File: src/rtl/cheshire_idma_job_sched.sv
// Job scheduler sharing one iDMA backend between several job frontends.
//
// Frontends present jobs on a valid/ready stream each. A round-robin arbiter with a
// grant lock selects one stream and forwards its job to the backend with no added
// latency. Every accepted job records its owning stream in an order FIFO. The backend
// answers in order, so each response retires the FIFO head and updates that stream's
// counters.
//
// Ports:
//   clk_i, rst_ni          clock, asynchronous active-low reset
//   stream_req_i           per-stream job request payload
//   stream_valid_i         per-stream request valid
//   stream_ready_o         per-stream request ready (only the granted stream)
//   stream_next_id_o       ID that the next accepted job of the stream receives
//   stream_done_id_o       ID of the last retired job of the stream
//   stream_busy_o          stream has at least one job in flight
//   be_req_o/be_valid_o    request to the backend, be_ready_i its ready
//   be_rsp_i/be_rsp_valid_i backend response (ordering only), be_rsp_ready_o its ready
//   busy_o                 any job in flight or any request pending
module cheshire_idma_job_sched #(
  parameter int unsigned NumStreams     = 2,
  parameter int unsigned MaxInFlight    = 4,
  parameter int unsigned IdCounterWidth = 32,
  parameter type         idma_req_t     = logic,
  parameter type         idma_rsp_t     = logic
) (
  input  logic                                          clk_i,
  input  logic                                          rst_ni,
  input  idma_req_t                                     stream_req_i [NumStreams],
  input  logic      [NumStreams-1:0]                    stream_valid_i,
  output logic      [NumStreams-1:0]                    stream_ready_o,
  output logic      [NumStreams-1:0][IdCounterWidth-1:0] stream_next_id_o,
  output logic      [NumStreams-1:0][IdCounterWidth-1:0] stream_done_id_o,
  output logic      [NumStreams-1:0]                    stream_busy_o,
  output idma_req_t                                     be_req_o,
  output logic                                          be_valid_o,
  input  logic                                          be_ready_i,
  input  idma_rsp_t                                     be_rsp_i,
  input  logic                                          be_rsp_valid_i,
  output logic                                          be_rsp_ready_o,
  output logic                                          busy_o
);

  localparam int unsigned IdxW = (NumStreams > 1) ? $clog2(NumStreams) : 1;
  localparam int unsigned PtrW = (MaxInFlight > 1) ? $clog2(MaxInFlight) : 1;
  localparam int unsigned CntW = $clog2(MaxInFlight + 1);

  // Arbiter state
  logic [IdxW-1:0] rr_q, rr_d;
  logic            lock_q, lock_d;
  logic [IdxW-1:0] lock_idx_q, lock_idx_d;

  // Order FIFO holding the owning stream of each in-flight job
  logic [IdxW-1:0] fifo_q [MaxInFlight];
  logic [PtrW-1:0] wptr_q, wptr_d;
  logic [PtrW-1:0] rptr_q, rptr_d;
  logic [CntW-1:0] count_q, count_d;

  // Per-stream counters
  logic [NumStreams-1:0][IdCounterWidth-1:0] next_id_q, next_id_d;
  logic [NumStreams-1:0][IdCounterWidth-1:0] done_id_q, done_id_d;
  logic [NumStreams-1:0][CntW-1:0]           inflight_q, inflight_d;

  logic            cand_valid;
  logic [IdxW-1:0] cand_idx;
  logic            fifo_full, fifo_empty;
  logic            accept, retire;
  logic [IdxW-1:0] head;

  // Response payload carries no information the scheduler needs.
  logic unused_rsp;
  assign unused_rsp = ^be_rsp_i;

  assign fifo_full  = (count_q == CntW'(MaxInFlight));
  assign fifo_empty = (count_q == '0);
  assign head       = fifo_q[rptr_q];

  // Candidate selection: a held grant wins; otherwise search upward from rr_q with wrap.
  always_comb begin
    int unsigned j;
    cand_valid = 1'b0;
    cand_idx   = '0;
    j          = 0;
    if (lock_q) begin
      cand_valid = stream_valid_i[lock_idx_q];
      cand_idx   = lock_idx_q;
    end else begin
      for (int unsigned k = 0; k < NumStreams; k++) begin
        j = 32'(rr_q) + k;
        if (j >= NumStreams) begin
          j = j - NumStreams;
        end
        if (!cand_valid && stream_valid_i[IdxW'(j)]) begin
          cand_valid = 1'b1;
          cand_idx   = IdxW'(j);
        end
      end
    end
  end

  // A full FIFO blocks issue even when a retire happens in the same cycle.
  assign be_valid_o     = cand_valid & ~fifo_full;
  assign be_req_o       = stream_req_i[cand_idx];
  assign accept         = be_valid_o & be_ready_i;
  assign be_rsp_ready_o = ~fifo_empty;
  assign retire         = be_rsp_valid_i & ~fifo_empty;
  assign busy_o         = ~fifo_empty | (|stream_valid_i);

  always_comb begin
    stream_ready_o = '0;
    if (cand_valid) begin
      stream_ready_o[cand_idx] = be_ready_i & ~fifo_full;
    end
  end

  // Lock and round-robin pointer next state.
  always_comb begin
    lock_d     = lock_q;
    lock_idx_d = lock_idx_q;
    rr_d       = rr_q;
    if (accept) begin
      lock_d = 1'b0;
      rr_d   = (cand_idx == IdxW'(NumStreams - 1)) ? '0 : cand_idx + IdxW'(1);
    end else if (be_valid_o) begin
      // Offered but not taken: pin the grant so later arrivals cannot preempt it.
      lock_d     = 1'b1;
      lock_idx_d = cand_idx;
    end
  end

  // Order FIFO pointers and occupancy.
  always_comb begin
    wptr_d  = wptr_q;
    rptr_d  = rptr_q;
    count_d = count_q;
    if (accept) begin
      wptr_d = (wptr_q == PtrW'(MaxInFlight - 1)) ? '0 : wptr_q + PtrW'(1);
    end
    if (retire) begin
      rptr_d = (rptr_q == PtrW'(MaxInFlight - 1)) ? '0 : rptr_q + PtrW'(1);
    end
    unique case ({accept, retire})
      2'b10:   count_d = count_q + CntW'(1);
      2'b01:   count_d = count_q - CntW'(1);
      default: count_d = count_q;
    endcase
  end

  // Per-stream ID counters and in-flight counts; accept and retire may hit the same stream.
  always_comb begin
    logic acc_s, ret_s;
    next_id_d  = next_id_q;
    done_id_d  = done_id_q;
    inflight_d = inflight_q;
    acc_s      = 1'b0;
    ret_s      = 1'b0;
    for (int unsigned i = 0; i < NumStreams; i++) begin
      acc_s = accept && (cand_idx == IdxW'(i));
      ret_s = retire && (head == IdxW'(i));
      if (acc_s) begin
        next_id_d[i] = next_id_q[i] + IdCounterWidth'(1);
      end
      if (ret_s) begin
        done_id_d[i] = done_id_q[i] + IdCounterWidth'(1);
      end
      unique case ({acc_s, ret_s})
        2'b10:   inflight_d[i] = inflight_q[i] + CntW'(1);
        2'b01:   inflight_d[i] = inflight_q[i] - CntW'(1);
        default: inflight_d[i] = inflight_q[i];
      endcase
    end
  end

  always_ff @(posedge clk_i or negedge rst_ni) begin
    if (!rst_ni) begin
      rr_q       <= '0;
      lock_q     <= 1'b0;
      lock_idx_q <= '0;
      wptr_q     <= '0;
      rptr_q     <= '0;
      count_q    <= '0;
      for (int unsigned i = 0; i < NumStreams; i++) begin
        next_id_q[i]  <= IdCounterWidth'(1);
        done_id_q[i]  <= '0;
        inflight_q[i] <= '0;
      end
    end else begin
      rr_q       <= rr_d;
      lock_q     <= lock_d;
      lock_idx_q <= lock_idx_d;
      wptr_q     <= wptr_d;
      rptr_q     <= rptr_d;
      count_q    <= count_d;
      next_id_q  <= next_id_d;
      done_id_q  <= done_id_d;
      inflight_q <= inflight_d;
    end
  end

  // FIFO storage needs no reset; occupancy guards every read.
  always_ff @(posedge clk_i) begin
    if (accept) begin
      fifo_q[wptr_q] <= cand_idx;
    end
  end

  assign stream_next_id_o = next_id_q;
  assign stream_done_id_o = done_id_q;

  always_comb begin
    stream_busy_o = '0;
    for (int unsigned i = 0; i < NumStreams; i++) begin
      stream_busy_o[i] = |inflight_q[i];
    end
  end

`ifndef SYNTHESIS
  // A response with nothing in flight has no owner and is a backend protocol error.
  rsp_while_empty : assert property (@(posedge clk_i) disable iff (!rst_ni)
                                     be_rsp_valid_i |-> !fifo_empty);
`endif

endmodule

File: config.mk
export PLATFORM = sky130hd
export DESIGN_NAME = cheshire_idma_job_sched
export DESIGN_NICKNAME = d
export VERILOG_FILES = /design/src/rtl/cheshire_idma_job_sched.sv
export SDC_FILE = /design/constraint.sdc
export NUM_CORES = 1
export LEC_CHECK = 0
export CAP_MARGIN = 20
export CORE_MARGIN = 2
export CORE_UTILIZATION = 45
export CTS_BUF_LIST = sky130_fd_sc_hd__clkbuf_16
export CTS_CLUSTER_DIAMETER = 150
export DETAILED_ROUTE_END_ITERATION = 12
export HOLD_SLACK_MARGIN = 0.15
export PLACE_DENSITY_LB_ADDON = 0.12
export SLEW_MARGIN = 20
export SYNTH_ARGS = -nofsm -noshare
export SYNTH_HDL_FRONTEND = slang
export SYNTH_SLANG_ARGS = --single-unit
File: constraint.sdc
create_clock -name clk_i -period 2.6 [get_ports clk_i]
set_input_delay 0.78 -clock clk_i [delete_from_list [all_inputs] [get_ports clk_i]]
set_output_delay 0.78 -clock clk_i [all_outputs]
set_load 0.02 [all_outputs]
== Word-level counts from Yosys, hierarchy flattened ==
Memory sizes are Yosys's and may differ from the RTL's.
Index checks and enable logic that the tools add are counted.

* $add $sub $neg: 16
* $lt $le $gt $ge: 8
* Eq/ne operators: 9
* Mux-type cells: 33
* Bitwise logic cells: 12
* Reduce and logical (&&, ||, !) cells: 16

{| class="wikitable"
|+ Operator list
! operator !! number
|-
| $add 32x1->32 const B || 4
|-
| $mux 1 || 26
|-
| $pmux 3 s2 || 3
|-
| $eq 2x2->1 const B || 5
|-
| $add 3x1->3 const B || 3
|-
| $sub 3x1->3 const B || 3
|-
| $lt 1x2->1 const B || 4
|-
| $reduce_bool 2->1 || 4
|-
| $eq 2x1->1 const B || 3
|-
| $logic_and 1x1->1 || 6
|-
| $mux 2 || 3
|-
| $reduce_or 3->1 || 2
|-
| $not 1->1 || 5
|-
| $add 2x1->2 const B || 2
|-
| $and 1x1->1 || 4
|-
| $ge 2x2->1 const B || 2
|-
| $eq 3x3->1 const B || 1
|-
| $logic_not 3->1 || 1
|-
| $add 1x1->2 const B || 1
|-
| $and 2x2->2 || 1
|-
| $ge 1x2->1 const B || 1
|-
| $not 1->2 || 1
|-
| $reduce_and 2->1 || 1
|-
| $reduce_or 2->1 || 1
|-
| other kinds (6) || 7
|}

* Register bits: 144
* Bits in writable memories: 4
* Input port bits: 9
* Word-level logic and storage cells: 107
* Memories: 1

{| class="wikitable"
|+ Memory list
! memory !! words !! width !! read ports !! clocked after Yosys merged registers in !! wr ports !! RTL line !! text
|-
| fifo_q || 4 || 1 || 1 || 0 || 1 || 54 || <nowiki>logic [IdxW-1:0] fifo_q [MaxInFlight];</nowiki>
|}

== Logic depth before layout (Yosys ltp) ==
Gate-level depths: netlist of the first run.

* Word-level depth: 17
* Depth in mapped cells: 12
* Mapped depth without buffers: 10

== Worst setup path after synthesis of the first run ==
OpenSTA, ideal clock, no wires.

* Path kind: input-to-reg
* From: in stream_valid_i[1]
* To: reg inflight_q[5] (netlist name)
* Library setup time: 0.125 ns
* Data arrival time: 2.696 ns
* Slack: -0.221 ns
* Stages: 10
* Buffers on the path: 1
* Cells stage by stage: and3b_1 > clkbuf_1 > nor4_4 > inv_2 > ha_1 > inv_1 > fa_1 > xor2_1 > nor2_1 > xor2_1

* Longest elaborated chain between the ends: 13

{| class="wikitable"
|+ Ends and longest elaborated chain
! what !! RTL line !! text
|-
| start, declared || 30 || <nowiki>input logic [NumStreams-1:0] stream_valid_i,</nowiki>
|-
| $mux 1 (not written as such) (2 in a row) || 93 || <nowiki>if (!cand_valid && stream_valid_i[IdxW'(j)]) begin</nowiki>
|-
| $mux 1 || 93 ||
|-
| $mux 1 || 84 || <nowiki>if (lock_q) begin</nowiki>
|-
| $logic_not 1->1 || 93 ||
|-
| $logic_and 1x1->1 || 93 ||
|-
| $mux 1 || 93 ||
|-
| $mux 1 || 84 ||
|-
| $and 1x1->1 || 102 || <nowiki>assign be_valid_o = cand_valid & ~fifo_full;</nowiki>
|-
| $and 1x1->1 || 104 || <nowiki>assign accept = be_valid_o & be_ready_i;</nowiki>
|-
| $logic_and 1x1->1 * || 158 || <nowiki>acc_s = accept && (cand_idx == IdxW'(i));</nowiki>
|-
| $eq 2x1->1 / $eq 2x2->1 (equally long branches) || 166 || <nowiki>unique case ({acc_s, ret_s})</nowiki>
|-
| $pmux 3 s2 / $reduce_bool 2->1 (equally long branches) || n/a ||
|-
| end signal, assigned || 196 || <nowiki>inflight_q <= inflight_d;</nowiki>
|-
| end, declared || 62 || <nowiki>logic [NumStreams-1:0][CntW-1:0] inflight_q, inflight_d;</nowiki>
|}

Mark *: on every way between the ends. The rest lies on a longest branch, timed or not. The select of a mux whose other input is x is not followed.
A chain may end at the register's enable or synchronous reset.

== Worst setup path after layout of the first run ==
* From: reg count_q[2]
* To: out be_rsp_ready_o

* Longest elaborated chain between the ends: 2

{| class="wikitable"
|+ Ends and longest elaborated chain
! what !! RTL line !! text
|-
| start, declared || 57 || <nowiki>logic [CntW-1:0] count_q, count_d;</nowiki>
|-
| start signal, assigned || 193 || <nowiki>count_q <= count_d;</nowiki>
|-
| $logic_not 3->1 || 75 || <nowiki>assign fifo_empty = (count_q == '0);</nowiki>
|-
| $not 1->1 || 105 || <nowiki>assign be_rsp_ready_o = ~fifo_empty;</nowiki>
|-
| end, declared || 40 || <nowiki>output logic be_rsp_ready_o,</nowiki>
|}

No other way between the ends.

==> flow_summary.toml, run 1 <==
[run_status]
status = "completed"

[sta]
worst_slew_pin_slew_ns = 0.5616
setup_viol = 0
clock.fmax_mhz = 393.4
setup_ws_ns = 0.05819
holdWs_ns = 0.2755
rsz0062_at_grt = "false"
period_share_pct = 97.76
layout_min_cycle_time_ns = 2.542
maxSlewHeadroom_pct = 62.21
hold_viol_final = 0
slew_viol_final = 0
finClkSkew_ns = 0.009218
setup_tns_ns = 0

[power]
switching_share_pct = 31.35
power_mw = 7.630
pwr-share-clk_pct = 33.3
comb_power_share_pct = 27.8
powerDensity_mw_per_mm2 = 797.6
switchingPower_mw = 2.392
power.internal_mw = 5.238
leakage_nw = 4.219
power_frac_seq_pct = 38.9
vdd_ir_drop_max_uv = 489.5

[place]
dpl_worst_slack_ns = -0.7379
dp_hpwl_um = 11160
finalWeightedCongestion = 0.8677
io_buffer_count = 143

[global_route]
grtUsageTotal_pct = 19.48
grt-ovfl-total = 0
grt_start_max_net_pins = 57
grt_pass1_wl_um = 25580
antenna_found_initial = 0
grt_pass1_vias = 5214

[floorplanning]
pin_count = 145
die_w_um = 128.1
design.core.area_mm2 = 0.01515
start_util_pct = 45.77
die_h_um = 128.1
die-area_mm2 = 0.01641
row_count = 45

[logic_synthesis]
synth.area.top_cells = "dfrtp_1 (51%), xnor2_1 (11%), xor2_1 (5.3%), nand4_1 (4.5%), nand2_1 (3.7%)"
synthFlopType = "dfrtp_1"
avgSynthCellArea_um2 = 10.97
synthArstFlopShare_pct = 97.30
yosysTopAreaCellShare_pct = 51.25
yosys.area.top_type = "dfrtp_1"
ys_seq_area_share_pct = 53.74
synth_nets = 656
synth_warnings = 0
yosysUniqueCellTypes = 44
ys_top_cells_by_count = "dfrtp_1 (142), xnor2_1 (91), nand2_1 (68)"
synth-edff-count = 4
ys_seq_elements = 148
postSynthCellCount = 632
yosysMostFrequentCell = "dfrtp_1"
synth_area_mm2 = 0.006933

[routing]
postRouteAntennaNets = 0
route.detailed.drc = 0
wl_um = 15170
drt-vias-per-instance = 5.187
drt_iter0_drc = 286
wl_per_cell_um = 14.72
first_pass_iters = 4
vias = 5348

[critical_path]
r2r_start = "rptr_q[0]"
crit_path_start = "count_q[2]"
max_stage_delay_ns = 0.55
crit_end = "be_rsp_ready_o"
arrival_ns = 1.76
r2r_end = "inflight_q[2]"
path_buf_inv = 1
required_ns = 1.82
cpMaxStageDelayCell = "clkdlybuf4s50_1"
reg2reg_slack_ns = 0.18
path_cells = "or3_4, clkdlybuf4s50_1"
cp.depth = 2
reg2reg_depth = 8
end_kind = "output pin"
cp-start-kind = "flop"
path_max_fanout = 3
path_class = "reg -> out"
crit_family = "buffers and inverters"

[final_layout]
nets = 854
multi_input_area_mm2 = 0.003124
layout-drive-gt1-share_pct = 12.22
syn_to_final_growth_pct = 37.97
seq_area_mm2 = 0.003726
utilization_pct = 63.16
num_antenna_cells = 0
fill_cells = 1219

[cts]
htree_levels = 4
cts_tree = "done"
cts.clk_slew.worst_paths_ns = 0.06
post_cts_buffers = 0
cts_hold_buf = 0
cts.sinks = 148
clk-insertion-delay-late_ns = 0.42
clockBufferDepth = 2
numCtsBuffers = 17
cts_root_buf = "clkbuf_16"

[flow_run]
drv_cap = 0

[hold_path]
worstHoldPathType = "in -> async"
==> area by class of cell <==
cell class	instances	area share, %
tap	188	2.459
sequential	148	38.95
clock inverter	15	1.962
inverter	28	1.099
clock buffer	17	4.447
timing repair buffer	186	18.42
multi-input combinational	449	32.66
==> power by group through the flow <==
stage                     Sequential, mW  Clock, mW  Combinational [mW]
after floorplan                     3.13          0                1.02
after global placement              2.99          0                2.06
after detailed placement            3.01          0                2.13
after CTS                           2.97       2.61                2.15
after global routing                3.02       2.72                2.34
final                               2.97       2.54                2.12
==> flip-flops by register name (all words and copies together) (netlist names) <==
name              flops
inflight_q            6
rptr_q                2
count_q               3
stream_next_id_o     64
lock_q                1
fifo_q                4
rr_q                  1
lock_idx_q            1
wptr_q                2
stream_done_id_o     64
==> per-stage QoR <==
stage,std cells,cell area (um^2)
detailed placement,999,8946
global placement,999,8946
floorplan,632,6959
finish,1031,9565
global route,1031,9565
CTS,1031,9573
==> how the worst min path moves through the flow <==
stage / end / slack (ns) / cells after the start
floorplan: inflight_q[2] / 0.44 / 1
global placement: inflight_q[5] / 0.45 / 1
detailed placement: stream_done_id_o[63] / 0.46 / 1
CTS: stream_done_id_o[17] / 0.29 / 1
global route: stream_done_id_o[17] / 0.31 / 1
finish: stream_done_id_o[17] / 0.28 / 1
==> routing by layer <==
layer	global-route usage, %	part of all wire, %
met5	0	0
met3	3.923	3.8
met1	26.89	48
met2	30.67	47
met4	7.175	1.3
==> layout by cell type (no fill, tap or decap), types with 5 or more instances in the layout <==
| cell type | instances |
|---|---|
| nor4_1 | 5 |
| xnor2_1 | 91 |
| ha_1 | 11 |
| nand2_1 | 68 |
| or3_1 | 7 |
| nand3_1 | 41 |
| nand4_1 | 50 |
| dfrtp_1 | 142 |
| nor2_1 | 35 |
| and2_1 | 9 |
| and4_1 | 8 |
| buf_4 | 42 |
| nor3_1 | 21 |
| xor2_1 | 42 |
| clkbuf_16 | 17 |
| and3_1 | 17 |
| clkdlybuf4s50_1 | 134 |
| inv_1 | 27 |
==> cells by family (layout without fill, tap and decap cells) <==
family,after synthesis,count (layout),share of synthesized area (%)
AO/OA/AOI/OAI,12,12,1.281
AND/OR/NAND/NOR,285,285,22.36
multiplexers,4,4,0.7760
adder cells (fa/ha/maj),15,15,3.032
XOR/XNOR,133,133,16.80
flip-flops,148,148,53.74
buffers and inverters,35,246,2.003
==> repair_timing <==
| action | CTS | global route |
|---|---|---|
| resized for setup | 28 | 4 |
| pin swaps | 2 | 1 |
| setup endpoints to repair | 8 | 4 |
Power figures use the tool's default switching activity.
==> inputs of run 2 (changes only) <==
--- a/config.mk
+++ b/config.mk
@@ -13,7 +13,6 @@
 export DETAILED_ROUTE_END_ITERATION = 12
 export HOLD_SLACK_MARGIN = 0.15
 export PLACE_DENSITY_LB_ADDON = 0.12
-export SLEW_MARGIN = 20
 export SYNTH_ARGS = -nofsm -noshare
 export SYNTH_HDL_FRONTEND = slang
 export SYNTH_SLANG_ARGS = --single-unit
==> results of run 2 <==
The final DEF is identical to that of run 1; final timing and power are the same.
==> inputs of run 3 (changes only) <==
--- a/config.mk
+++ b/config.mk
@@ -7,7 +7,7 @@
 export LEC_CHECK = 0
 export CAP_MARGIN = 20
 export CORE_MARGIN = 2
-export CORE_UTILIZATION = 45
+export CORE_UTILIZATION = 40
 export CTS_BUF_LIST = sky130_fd_sc_hd__clkbuf_16
 export CTS_CLUSTER_DIAMETER = 150
 export DETAILED_ROUTE_END_ITERATION = 12
==> run 3 against run 2 <==
Effect of this change:
- sequential cell count is the same
- cell count grew 4.2%
- cell area increased by 0.63%
- first-iteration DRC count fell by 32%
- via count is 0.69% lower
==> flow_summary.toml, run 3 (synthesis gave the netlist of run 1 again) <==
[power]
pwr-share-clk_pct = 32.2
powerDensity_mw_per_mm2 = 781.3
switchingPower_mw = 2.459
comb_power_share_pct = 28.3
power.internal_mw = 5.062
power_mw = 7.521
leakage_nw = 4.222
power_frac_seq_pct = 39.5
switching_share_pct = 32.69
vdd_ir_drop_max_uv = 552.6

[flow_run]
drv_cap = 0

[final_layout]
final_common_cell = "dfrtp_1"
fill_cells = 1476
layout-drive-gt1-share_pct = 13.07
num_antenna_cells = 0
syn_to_final_growth_pct = 38.84
nets = 860
final_cell_mix = "dfrtp_1 (142), clkdlybuf4s50_1 (132), xnor2_1 (91), nand2_1 (68), nand4_1 (50)"

[sta]
rsz0062_at_grt = "false"
setup_viol = 0
maxSlewHeadroom_pct = 60.31
layout_min_cycle_time_ns = 2.526
worst_slew_pin_slew_ns = 0.5899
hold_viol_final = 0
slew_viol_final = 0
finClkSkew_ns = 0.009233
period_share_pct = 97.16
clock.fmax_mhz = 395.8
holdWs_ns = 0.2759

[critical_path]
reg2reg_depth = 8
crit_top_cell = "or3_1"
reg2reg_slack_ns = 0.20
required_ns = 1.82
end_kind = "output pin"
max_stage_delay_ns = 0.44
path_cells = "or3_1, or3_1, buf_2"
r2r_end = "inflight_q[2]"
cpMaxStageDelayCell = "or3_1"
crit_path_start = "count_q[2]"
r2r_start = "rptr_q[0]"
crit_end = "busy_o"
arrival_ns = 1.75
cp-start-kind = "flop"
path_class = "reg -> out"
path_max_fanout = 3

[place]
dp_hpwl_um = 11440
io_buffer_count = 143
finalWeightedCongestion = 0.8665

[cts]
clockBufferDepth = 2
cts_hold_buf = 0
cts_root_buf = "clkbuf_16"
htree_levels = 4
clk-insertion-delay-late_ns = 0.42
numCtsBuffers = 17
cts.sinks = 148
cts.clk_slew.worst_paths_ns = 0.06
cts_tree = "done"

[global_route]
antenna_found_initial = 0
grt-ovfl-total = 0
grt_start_max_net_pins = 51
grtUsageTotal_pct = 17.82
grt_pass1_wl_um = 26010
grt_pass1_vias = 5208

[routing]
postRouteAntennaNets = 0
wl_um = 15630
first_pass_iters = 4
drt_iter0_drc = 194
drt-vias-per-instance = 4.945
vias = 5311
wl_per_cell_um = 14.55
route.detailed.drc = 0

[floorplanning]
die_h_um = 135.7
die-area_mm2 = 0.01840
die_w_um = 135.7
start_util_pct = 40.50
pin_count = 145
row_count = 48
design.core.area_mm2 = 0.01712

[run_status]
status = "completed"

[hold_path]
worstHoldPathType = "in -> async"
[run 3: final cells by class]
class	instances	area, um^2	area share (%)
Sequential cell	148	3726	38.71
Multi-Input combinational cell	449	3124	32.46
Timing Repair Buffer	192	1804	18.74
Clock buffer	17	425.4	4.420
Tap cell	225	281.5	2.925
Clock inverter	15	158.9	1.651
Inverter	28	105.1	1.092
[run 3: how the worst min path moves through the flow]
stage / from / end / slack, ns / cells past startpoint
finish: rst_ni / stream_done_id_o[24] / 0.28 / 1
global route: rst_ni / stream_done_id_o[24] / 0.29 / 1
CTS: rst_ni / stream_done_id_o[24] / 0.27 / 1
detailed placement: stream_next_id_o[31] / stream_next_id_o[31] / 0.46 / 1
global placement: inflight_q[5] / inflight_q[5] / 0.45 / 1
floorplan: inflight_q[2] / inflight_q[2] / 0.44 / 1
[run 3: through the flow]
| stage | area (um^2) | setup WS [ns] | TNS (ns) | utilization [%] | std cells |
|---|---|---|---|---|---|
| 3_3_place_gp | 9022 | -0.7299 | -8.162 | 52.71 | 1040 |
| 5_1_grt | 9625 | 0.001406 | 0 | 56.24 | 1074 |
| 6_report | 9625 | 0.07375 | 0 | 56.24 | 1074 |
| 2_1_floorplan | 6959 | -0.1836 | -0.3547 | - | 632 |
| 4_1_cts | 9609 | 0.008655 | 0 | 56.14 | 1073 |
| 3_5_place_dp | 9022 | -0.7465 | -10.12 | 52.71 | 1040 |
[run 3: routing by layer]
metal  track usage, %  part of all wire (%)  vias up  wire, um
li1                 -                     -     2581         -
met5                0                     0        -         0
met4            6.192                   1.3        0       208
met3            3.666                   4.1       18       646
met1            24.09                    47     2590      7293
met2            28.62                    48      122      7480
[run 3: power by group through the flow]
stage	registers [mW]	logic [mW]	clock network, mW
detailed placement	3.00	2.16	0
global placement	2.99	2.09	0
CTS	2.97	2.16	2.49
global route	3.03	2.38	2.58
finish	2.97	2.13	2.42
floorplan	3.13	1.02	0
[run 3: repair_timing]
item | CTS | global route
pin swaps | 2 | 1
resized for setup | 28 | 4
setup endpoints to repair | 8 | 4
setup buffers | 1 | 1
[run 3: worst max-delay path, delay by kind of cell, from the launching register on]
kind	cells	cell delay, ns
AND/OR/NAND/NOR	2	0.77
buffers and inverters	1	0.17
flip-flops	1	0.39
